## src/rtl/rr_arbiter16.sv

```systemverilog
// 16-requester round-robin arbiter with registered one-hot grant, hold-time limit
// and a one-cycle timeout pulse when a grant is revoked by the hold limit.
module rr_arbiter16 #(
   parameter int unsigned MAX_HOLD = 16
) (
   input  logic        clk_i,
   input  logic        rst_i,
   input  logic        enable_i,
   input  logic [15:0] req_i,
   input  logic        release_i,
   output logic [15:0] grant_o,
   output logic [3:0]  grant_id_o,
   output logic        grant_valid_o,
   output logic        timeout_o
);

   localparam int unsigned N     = 16;
   localparam int unsigned IDW   = 4;
   localparam int unsigned HOLDW = 8;

   typedef enum logic {
      IDLE  = 1'b0,
      GRANT = 1'b1
   } state_e;

   state_e           state_q;
   logic [IDW-1:0]   rr_ptr_q;
   logic [IDW-1:0]   grant_id_q;
   logic [HOLDW-1:0] hold_q;
   logic [N-1:0]     grant_q;
   logic             grant_valid_q;
   logic             timeout_q;

   logic [IDW-1:0]   win_id_c;
   logic             win_found_c;
   logic [IDW-1:0]   rr_ptr_d;
   logic [HOLDW-1:0] hold_d;
   logic             owner_req_c;
   logic             hold_max_c;
   logic             exit_c;
   logic             timeout_c;

   // First set request searched upward from rr_ptr, wrapping 15 -> 0.
   always_comb begin
      logic [IDW-1:0] cand;
      win_id_c    = rr_ptr_q;
      win_found_c = 1'b0;
      cand        = rr_ptr_q;
      for (int i = 0; i < int'(N); i++) begin
         cand = rr_ptr_q + IDW'(i);
         if (!win_found_c && req_i[cand]) begin
            win_id_c    = cand;
            win_found_c = 1'b1;
         end
      end
   end

   // Exit causes; timeout only counts when no higher-priority cause is present.
   always_comb begin
      owner_req_c = req_i[grant_id_q];
      hold_max_c  = (hold_q == HOLDW'(MAX_HOLD));
      exit_c      = !enable_i || release_i || !owner_req_c || hold_max_c;
      timeout_c   = enable_i && !release_i && owner_req_c && hold_max_c;
      rr_ptr_d    = grant_id_q + IDW'(1);
      hold_d      = hold_q + HOLDW'(1);
   end

   always_ff @(posedge clk_i or posedge rst_i) begin
      if (rst_i) begin
         state_q       <= IDLE;
         rr_ptr_q      <= '0;
         grant_id_q    <= '0;
         hold_q        <= '0;
         grant_q       <= '0;
         grant_valid_q <= 1'b0;
         timeout_q     <= 1'b0;
      end else begin
         timeout_q <= 1'b0;
         case (state_q)
            IDLE: begin
               if (enable_i && win_found_c) begin
                  state_q       <= GRANT;
                  grant_id_q    <= win_id_c;
                  grant_q       <= N'(1) << win_id_c;
                  grant_valid_q <= 1'b1;
                  hold_q        <= HOLDW'(1);
               end
            end
            GRANT: begin
               if (exit_c) begin
                  state_q       <= IDLE;
                  rr_ptr_q      <= rr_ptr_d;
                  grant_q       <= '0;
                  grant_valid_q <= 1'b0;
                  hold_q        <= '0;
                  timeout_q     <= timeout_c;
               end else begin
                  hold_q <= hold_d;
               end
            end
            default: begin
               state_q       <= IDLE;
               grant_q       <= '0;
               grant_valid_q <= 1'b0;
            end
         endcase
      end
   end

   assign grant_o       = grant_q;
   assign grant_id_o    = grant_id_q;
   assign grant_valid_o = grant_valid_q;
   assign timeout_o     = timeout_q;

endmodule

```

## config.mk

```make
export PLATFORM = sky130hd
export DESIGN_NAME = rr_arbiter16
export DESIGN_NICKNAME = d
export VERILOG_FILES = /design/src/rtl/rr_arbiter16.sv
export SDC_FILE = /design/constraint.sdc
export NUM_CORES = 1
export LEC_CHECK = 0
export CAP_MARGIN = 15
export CORE_MARGIN = 3
export CORE_UTILIZATION = 50
export CTS_BUF_LIST = sky130_fd_sc_hd__clkbuf_16
export DETAILED_ROUTE_END_ITERATION = 10
export PLACE_DENSITY_LB_ADDON = 0.12
export SLEW_MARGIN = 20
export SYNTH_ARGS = -nofsm -noshare
export SYNTH_HDL_FRONTEND = slang
export SYNTH_SLANG_ARGS = --single-unit
```

## constraint.sdc

```tcl
create_clock -name clk_i -period 5.6 [get_ports clk_i]
set_input_delay 0.56 -clock clk_i [delete_from_list [all_inputs] [get_ports clk_i]]
set_output_delay 0.56 -clock clk_i [all_outputs]
set_load 0.01 [all_outputs]
```

After elaboration in Yosys (flattened, before gate mapping):

Cells that the tools add are included.

* register bits after elaboration: 35
* latch bits: 0
* memory bits (writable): 0
* ROM bits: 0
* bits of input ports: 20
* output and inout port bits: 22
* logic and storage cells: 168
* memories kept: 0

* add/subtract/negate cells: 17
* $mul: 0
* divide/modulo/power cells: 0
* order comparisons: 17
* equality and inequality tests: 3
* shift-type cells: 1
* mux-type cells: 79
* bitwise logic cells: 1
* reductions and logical operators: 43

Operators by type and width (count)
* 4-bit by 5-bit less-than comparator with 1-bit output (second input constant): 17
* 1-bit binary-select mux with 4-bit select: 17
* 4-bit 2-to-1 mux: 15
* 1-bit 2-to-1 mux: 39
* 4-bit adder (second input constant): 8
* 16-bit 2-to-1 mux: 2
* 16-bit one-hot mux with 2 select lines: 1
* 1-bit logical AND: 19
* 1-bit logical NOT: 18
* 4-bit by 3-bit adder with 4-bit output (second input constant): 4
* 8-bit 2-to-1 mux: 2
* 8-bit one-hot mux with 2 select lines: 1
* 1-bit by 4-bit left shift with 16-bit output (first input constant): 1
* 4-bit by 1-bit adder with 4-bit output (second input constant): 2
* 4-bit by 2-bit adder with 4-bit output (second input constant): 2
* 8-bit by 1-bit adder with 8-bit output (second input constant): 1
* 8-bit by 5-bit equality test with 1-bit output (second input constant): 1
* 2-bit AND reduction: 3
* 1-bit one-hot mux with 2 select lines: 2
* 1-bit logical OR: 3
* 2-bit by 1-bit != test with 1-bit output (second input constant): 1
* 2-bit != test (second input constant): 1
* 1-bit inverter: 1

Logic depth before layout (Yosys ltp):

Gate-level depths: netlist of the first run.

* word-level depth: 51
* mapped depth: 18
* gate-level depth less buffers: 12

Worst setup path before layout of the first run:

Ideal clock, no wire load.

* path kind: reg2reg
* start: reg rr_ptr_q[1]
* end: reg grant_q[0] (netlist: grant_o[0])
* library setup time: 0.066 ns
* arrival time: 4.517 ns
* data required time: 5.534 ns
* slack: 1.016 ns
* stages on the path, launching flop included: 17
* buffers on the path: 4
* clock period less this slack: 4.584 ns
* cells stage by stage: dfrtp_1 -> buf_2 -> buf_2 -> inv_1 -> ha_1 -> buf_2 -> clkbuf_1 -> mux4_2 -> mux2_2 -> mux2_2 -> nor2_1 -> a221oi_1 -> o311a_1 -> or3_1 -> o221ai_2 -> nor3b_2 -> a22o_1

* cells in the longest elaborated chain, start to end: 51
* elaborated cells on any way between the ends: 114
* classes of those cells: 15 x add/sub; 1 x eq/ne; 1 x shift; 65 x mux; 32 x reduce/logical

Ends and longest elaborated chain
* start, declared: RTL line 27 `logic [IDW-1:0] rr_ptr_q;`
* start signal, assigned: RTL line 92 `rr_ptr_q <= rr_ptr_d;`
* parallel branches: the longest is 51 deep, another holds 4-bit by 1-bit adder with 4-bit output
* end signal, assigned: RTL line 84 `grant_q <= N'(1) << win_id_c;`
* end, declared: RTL line 30 `logic [N-1:0] grant_q;`

Several ways; the timed one is not identified. The select of a mux whose other input is x is not followed.
A chain may end at the register's enable or synchronous reset.

Final worst setup path of the first run:

* start: reg rr_ptr_q[2]
* end: reg grant_q[9] (netlist: grant_o[9])

The elaborated chain is that of the path after synthesis.

==> flow_metrics.py, run 1 <==
metrics = {
    "die": {
        "dieArea_um2": 9260,
        "core_um2": 7810,
        "pin_count": 42,
        "start_util_pct": 52.2,
        "std_cell_rows": 32,
        "die_w_um": 96.3,
        "die_h_um": 96.3,
    },
    "worst_setup_path": {
        "endpoint_kind": "flop",
        "cp.buffers_inverters": 1,
        "cpLargestDelayFamily": "compound AO/OA/AOI/OAI gates",
        "cp_common_cell": "mux2i_1",
        "critPathLaunchType": "flop",
        "crit_slowest_cell": "ha_1",
        "crit_chain": "inv_1 -> ha_1 -> mux4_2 -> mux2i_1 -> mux2i_1 -> nor4_4 -> a211oi_1 -> o21ai_0 -> a32oi_1 -> a2111oi_2 -> nor3_1 -> a22o_1",
        "critPathKind": "reg2reg",
        "crit_required_ns": 5.76,
        "slowest_delay_ns": 0.72,
        "crit_arrival_ns": 4.98,
        "critPathMaxFanout": 15,
    },
    "run_status": {
        "status": "finished, final reports clean",
    },
    "clock_tree": {
        "post_cts_resized": 0,
        "clk_latency_ns": 0.28,
        "clock_sinks": 35,
        "cts_max_level": 2,
        "post_cts_buffers": 0,
        "root_buffer": "clkbuf_16",
        "cts-hold-fix-buffers": 0,
        "cts_buffer_depth": 2,
        "path_clk_slew_ns": 0.06,
        "cts_tree": "done",
        "cts_made_buffers": 5,
    },
    "synth": {
        "synth.net_count": 456,
        "yosysWarnings": 0,
        "synth_ff_type": "dfrtp_1",
        "async_reset_ff_share_pct": 100,
        "synth_edf_count": 0,
        "seq_area_frac_synth_pct": 21.5,
        "syn_area_per_cell_um2": 9.56,
        "postSynthCellCount": 426,
        "synth.distinct_cells": 74,
        "synth_area_um2": 4070,
        "ys_ff_latch": 35,
    },
    "sta": {
        "period_needed_ns": 4.82,
        "rsz0062_at_grt": "no",
        "maxSlewViolCount": 0,
        "hold_ws_ns": 0.486,
        "setup_violations": 0,
        "period_share_pct": 86.0,
        "slew_headroom_pct": 31.5,
        "timing_hold_violations_final": 0,
        "fin_skew_ns": 0.00445,
        "finalSetupTns_ns": 0,
        "worstMarginPinSlew_ns": 1.02,
        "fmax_ghz": 0.208,
    },
    "route": {
        "dr.first_iter.drc_count": 366,
        "via_count": 3876,
        "wl_per_cell_um": 21.4,
        "firstDrtPassIters": 5,
        "ant_nets": 0,
        "drc": 0,
        "routed_wl_um": 12100,
        "vias_per_cell": 6.87,
    },
    "placement": {
        "gp_congestion": 0.964,
        "post-dp-hpwl_um": 8840,
        "dp.cells": 556,
        "port_buffers": 41,
    },
    "global_route": {
        "grt_pass1_vias": 3701,
        "grt_pass1_wl_um": 19400,
        "gr-total-overflow": 0,
        "track_usage_pct": 27.4,
        "grt_max_degree": 36,
        "grt_antenna_before_repair": 0,
    },
    "layout": {
        "multiInputGateArea_um2": 3030,
        "final_cells": 564,
        "drive_gt1_share_pct": 15.2,
        "regArea_um2": 876,
        "antenna_cells": 0,
        "nets": 491,
        "area_delta_synth_final_pct": 15.9,
        "fillers": 657,
        "final_common_cell": "nand2_1",
        "final_cell_mix": "nand2_1, clkdlybuf4s50_1, dfrtp_1",
    },
    "hold_path": {
        "hold_path_class": "reg2reg",
    },
    "job": {
        "max_cap_violations": 0,
    },
}
==> cell type report <==
| type | instances | share of cell area [%] |
|---|---|---|
| repair buffers | 48 | 9.81 |
| clock buffers | 5 | 2.65 |
| well taps | 102 | 2.70 |
| inverters | 16 | 1.27 |
| flip-flops and latches | 35 | 18.6 |
| multi-input cells | 355 | 64.2 |
| clock inverters | 3 | 0.822 |
==> worst reg2reg max path, delay by kind of cell, from the launching register on <==
| kind | cells | cell delay [ns] |
|---|---|---|
| AOI/OAI and AO/OA | 5 | 1.36 |
| adders and majority gates | 1 | 0.72 |
| buffers and inverters | 1 | 0.25 |
| DFF | 1 | 0.53 |
| muxes | 3 | 1.14 |
| and+or+nand+nor | 2 | 0.71 |
==> layer usage <==
layer | wire (µm) | global-route usage [%]
met3 | 976 | 5.08
met5 | 0 | 0
met4 | 430 | 11.0
met2 | 5410 | 40.4
met1 | 5240 | 39.6
==> logic make-up after synthesis <==
kind of cell             count (synthesis)  synth area share [%]
flip-flops                              35                  21.5
AND/OR/NAND/NOR                        149                  19.6
adder cells (fa/ha/maj)                 10                  3.07
multiplexers                            68                  27.4
buffers and inverters                   36                  4.12
XOR/XNOR                                17                  4.12
AO/OA/AOI/OAI                          111                  20.2
==> flip-flops by register name, indices dropped and copies added (netlist names) <==
register,flops
grant_id_o,4
grant_valid_o,1
timeout_o,1
grant_o,16
state_q,1
rr_ptr_q,4
hold_q,8
==> metrics by stage <==
stage | utilization [%] | cell area [µm²] | setup WS [ns]
floorplan | - | 4070 | 1.02
global placement | 58.3 | 4560 | 0.804
detailed placement | 58.3 | 4560 | 0.850
CTS | 60.4 | 4720 | 0.805
global route | 60.4 | 4720 | 0.434
finish | 60.4 | 4720 | 0.784
==> synthesized netlist by cell type, types with 3 or more instances <==
library cell / instances / share of area, %
a2111oi_0: 3 / 0.65
a211oi_1: 5 / 0.92
a21oi_1: 14 / 1.7
a221oi_1: 4 / 0.86
a22o_1: 9 / 1.9
a22oi_1: 4 / 0.74
a31oi_1: 3 / 0.46
a32oi_1: 3 / 0.65
and2_1: 5 / 0.77
and3_1: 6 / 0.92
buf_2: 5 / 0.61
buf_6: 3 / 0.83
clkbuf_1: 10 / 0.92
dfrtp_1: 35 / 22
ha_1: 10 / 3.1
inv_1: 15 / 1.4
mux2_2: 8 / 2.2
mux2i_1: 26 / 6.4
mux4_2: 31 / 17
nand2_1: 43 / 4.0
nand2b_1: 9 / 1.4
nand3_1: 16 / 2.0
nand3b_1: 5 / 0.92
nand4_1: 4 / 0.61
nor2_1: 29 / 2.7
nor2b_1: 6 / 0.92
nor3_1: 7 / 0.86
o21ai_0: 24 / 2.9
o22ai_1: 4 / 0.61
o2bb2ai_1: 9 / 1.9
o31ai_1: 3 / 0.55
or3_1: 3 / 0.46
xnor2_1: 8 / 1.7
xor2_1: 8 / 1.7
==> worst paths after layout <==
path / startpoint / to / slack, ns / depth (start not counted)
min: hold_q[7]$_DFFE_PP0P_ / hold_q[7]$_DFFE_PP0P_ / 0.49 / 1
max: rr_ptr_q[2]$_DFFE_PP0P_ / grant_o[9]$_DFFE_PP0P_ / 0.78 / 12
min in group asynchronous: rst_i / hold_q[5]$_DFFE_PP0P_ / 0.67 / 3
min reg2reg: hold_q[7]$_DFFE_PP0P_ / hold_q[7]$_DFFE_PP0P_ / 0.49 / 1
max reg2reg: rr_ptr_q[2]$_DFFE_PP0P_ / grant_o[9]$_DFFE_PP0P_ / 0.78 / 12
max in group asynchronous: rst_i / rr_ptr_q[1]$_DFFE_PP0P_ / 4.62 / 3
Power of run 1 is left out: the tool's default activity adds up to more than one toggle a clock period on the data nets, which glitch-free logic cannot reach.
==> inputs of run 2 (changes only) <==
--- a/config.mk
+++ b/config.mk
@@ -11,6 +11,7 @@
 export CTS_BUF_LIST = sky130_fd_sc_hd__clkbuf_16
 export DETAILED_ROUTE_END_ITERATION = 10
 export PLACE_DENSITY_LB_ADDON = 0.12
+export SKIP_LAST_GASP = 1
 export SLEW_MARGIN = 20
 export SYNTH_ARGS = -nofsm -noshare
 export SYNTH_HDL_FRONTEND = slang
==> results of run 2 <==
Final layout, timing and power as in run 1 (identical DEF).
Power of run 2 is left out for the same reason.
==> inputs of run 3 (changes only) <==
--- a/config.mk
+++ b/config.mk
@@ -5,11 +5,13 @@
 export SDC_FILE = /design/constraint.sdc
 export NUM_CORES = 1
 export LEC_CHECK = 0
+export ABC_CLOCK_PERIOD_IN_PS = 5600
 export CAP_MARGIN = 15
 export CORE_MARGIN = 3
 export CORE_UTILIZATION = 50
 export CTS_BUF_LIST = sky130_fd_sc_hd__clkbuf_16
 export DETAILED_ROUTE_END_ITERATION = 10
+export MAX_ROUTING_LAYER = met4
 export PLACE_DENSITY_LB_ADDON = 0.12
 export SKIP_LAST_GASP = 1
 export SLEW_MARGIN = 20
==> flow_metrics.py, run 3 (synthesized netlist as in run 1, its figures left out) <==
metrics = {
    "sta": {
        "hold_ws_ns": 0.488,
        "rsz0062_at_grt": "no",
        "fin_skew_ns": 0.00400,
        "maxSlewViolCount": 0,
        "slew_headroom_pct": 28.5,
        "period_needed_ns": 4.69,
        "period_share_pct": 83.7,
        "fmax_ghz": 0.213,
        "timing_hold_violations_final": 0,
        "finalSetupTns_ns": 0,
        "setup_violations": 0,
        "worstMarginPinSlew_ns": 1.06,
    },
    "die": {
        "pin_count": 42,
        "core_um2": 7810,
        "die_h_um": 96.3,
        "dieArea_um2": 9260,
        "die_w_um": 96.3,
        "start_util_pct": 52.2,
        "std_cell_rows": 32,
    },
    "route": {
        "dr.first_iter.drc_count": 363,
        "wl_per_cell_um": 20.8,
        "vias_per_cell": 6.78,
        "routed_wl_um": 11800,
        "via_count": 3825,
        "firstDrtPassIters": 6,
        "drc": 0,
        "ant_nets": 0,
    },
    "worst_setup_path": {
        "crit_arrival_ns": 4.90,
        "critPathLaunchType": "flop",
        "slowest_delay_ns": 0.78,
        "cp.buffers_inverters": 1,
        "crit_chain": "inv_1 -> ha_1 -> mux4_2 -> mux4_2 -> and4b_1 -> nand2_1 -> a2111oi_0 -> a221oi_1 -> a21oi_2 -> nor3b_2 -> a22o_1",
        "endpoint_kind": "flop",
        "critPathKind": "reg2reg",
        "critPathMaxFanout": 16,
        "crit_required_ns": 5.82,
        "cp_common_cell": "mux4_2",
        "cpLargestDelayFamily": "multiplexers",
        "crit_slowest_cell": "ha_1",
    },
    "global_route": {
        "grt_antenna_before_repair": 0,
        "track_usage_pct": 27.1,
        "gr-total-overflow": 0,
        "grt_pass1_vias": 3528,
        "grt_pass1_wl_um": 18900,
        "grt_max_degree": 36,
    },
    "layout": {
        "fin_util_pct": 60.2,
        "final_cell_mix": "nand2_1, clkdlybuf4s50_1, dfrtp_1",
        "area_delta_synth_final_pct": 15.3,
        "drive_gt1_share_pct": 15.2,
        "nets": 491,
        "largest_reg_flops": 16,
        "antenna_cells": 0,
        "final_common_cell": "nand2_1",
    },
    "placement": {
        "port_buffers": 41,
        "post-dp-hpwl_um": 8670,
        "gp_congestion": 0.968,
    },
    "run_status": {
        "status": "finished, final reports clean",
    },
    "clock_tree": {
        "cts_buffer_depth": 2,
        "cts-hold-fix-buffers": 0,
        "cts_made_buffers": 5,
        "post_cts_resized": 0,
        "root_buffer": "clkbuf_16",
        "cts_max_level": 2,
        "clk_latency_ns": 0.28,
        "clock_sinks": 35,
        "path_clk_slew_ns": 0.06,
        "cts_tree": "done",
        "post_cts_buffers": 0,
    },
    "job": {
        "max_cap_violations": 0,
    },
    "hold_path": {
        "hold_path_class": "reg2reg",
    },
}
[run 3: metal layers]
layer	vias to the layer above	wire length [µm]	global-route usage, %
li1	1736	-	-
met1	1852	5300	40.8
met2	213	5210	38.1
met3	24	1000	4.53
met4	0	238	6.28
met5	-	0	-
[run 3: cell type report]
class                           count  area [µm²]
Clock buffer                        5         125
Fill cell                         652        3110
Multi-Input combinational cell    355        3030
Sequential cell                    35         876
Clock inverter                      3        16.3
Tap cell                          102         128
Timing Repair Buffer               48         463
Inverter                           16        60.1
[run 3: path summary, 6_finish.rpt]
| check | endpoint | from | slack, ns | cells after the start |
|---|---|---|---|---|
| hold reg to reg | grant_o[5]$_DFFE_PP0P_ | grant_o[5]$_DFFE_PP0P_ | 0.49 | 1 |
| setup / recovery | grant_o[10]$_DFFE_PP0P_ | rr_ptr_q[1]$_DFFE_PP0P_ | 0.91 | 11 |
| min in group asynchronous | hold_q[0]$_DFFE_PP0P_ | rst_i | 0.68 | 3 |
| hold / removal | grant_o[5]$_DFFE_PP0P_ | grant_o[5]$_DFFE_PP0P_ | 0.49 | 1 |
| setup reg to reg | grant_o[10]$_DFFE_PP0P_ | rr_ptr_q[1]$_DFFE_PP0P_ | 0.91 | 11 |
| max in group asynchronous | grant_id_o[1]$_DFFE_PP0P_ | rst_i | 4.62 | 3 |
[run 3: metrics by stage]
stage / std cells / cell area [µm²] / setup WS [ns]
CTS: 564 / 4700 / 0.945
detailed placement: 556 / 4560 / 0.969
finish: 564 / 4700 / 0.912
floorplan: 426 / 4070 / 1.02
global placement: 556 / 4560 / 0.867
global route: 564 / 4700 / 0.675
Power of run 3 is left out for the same reason.
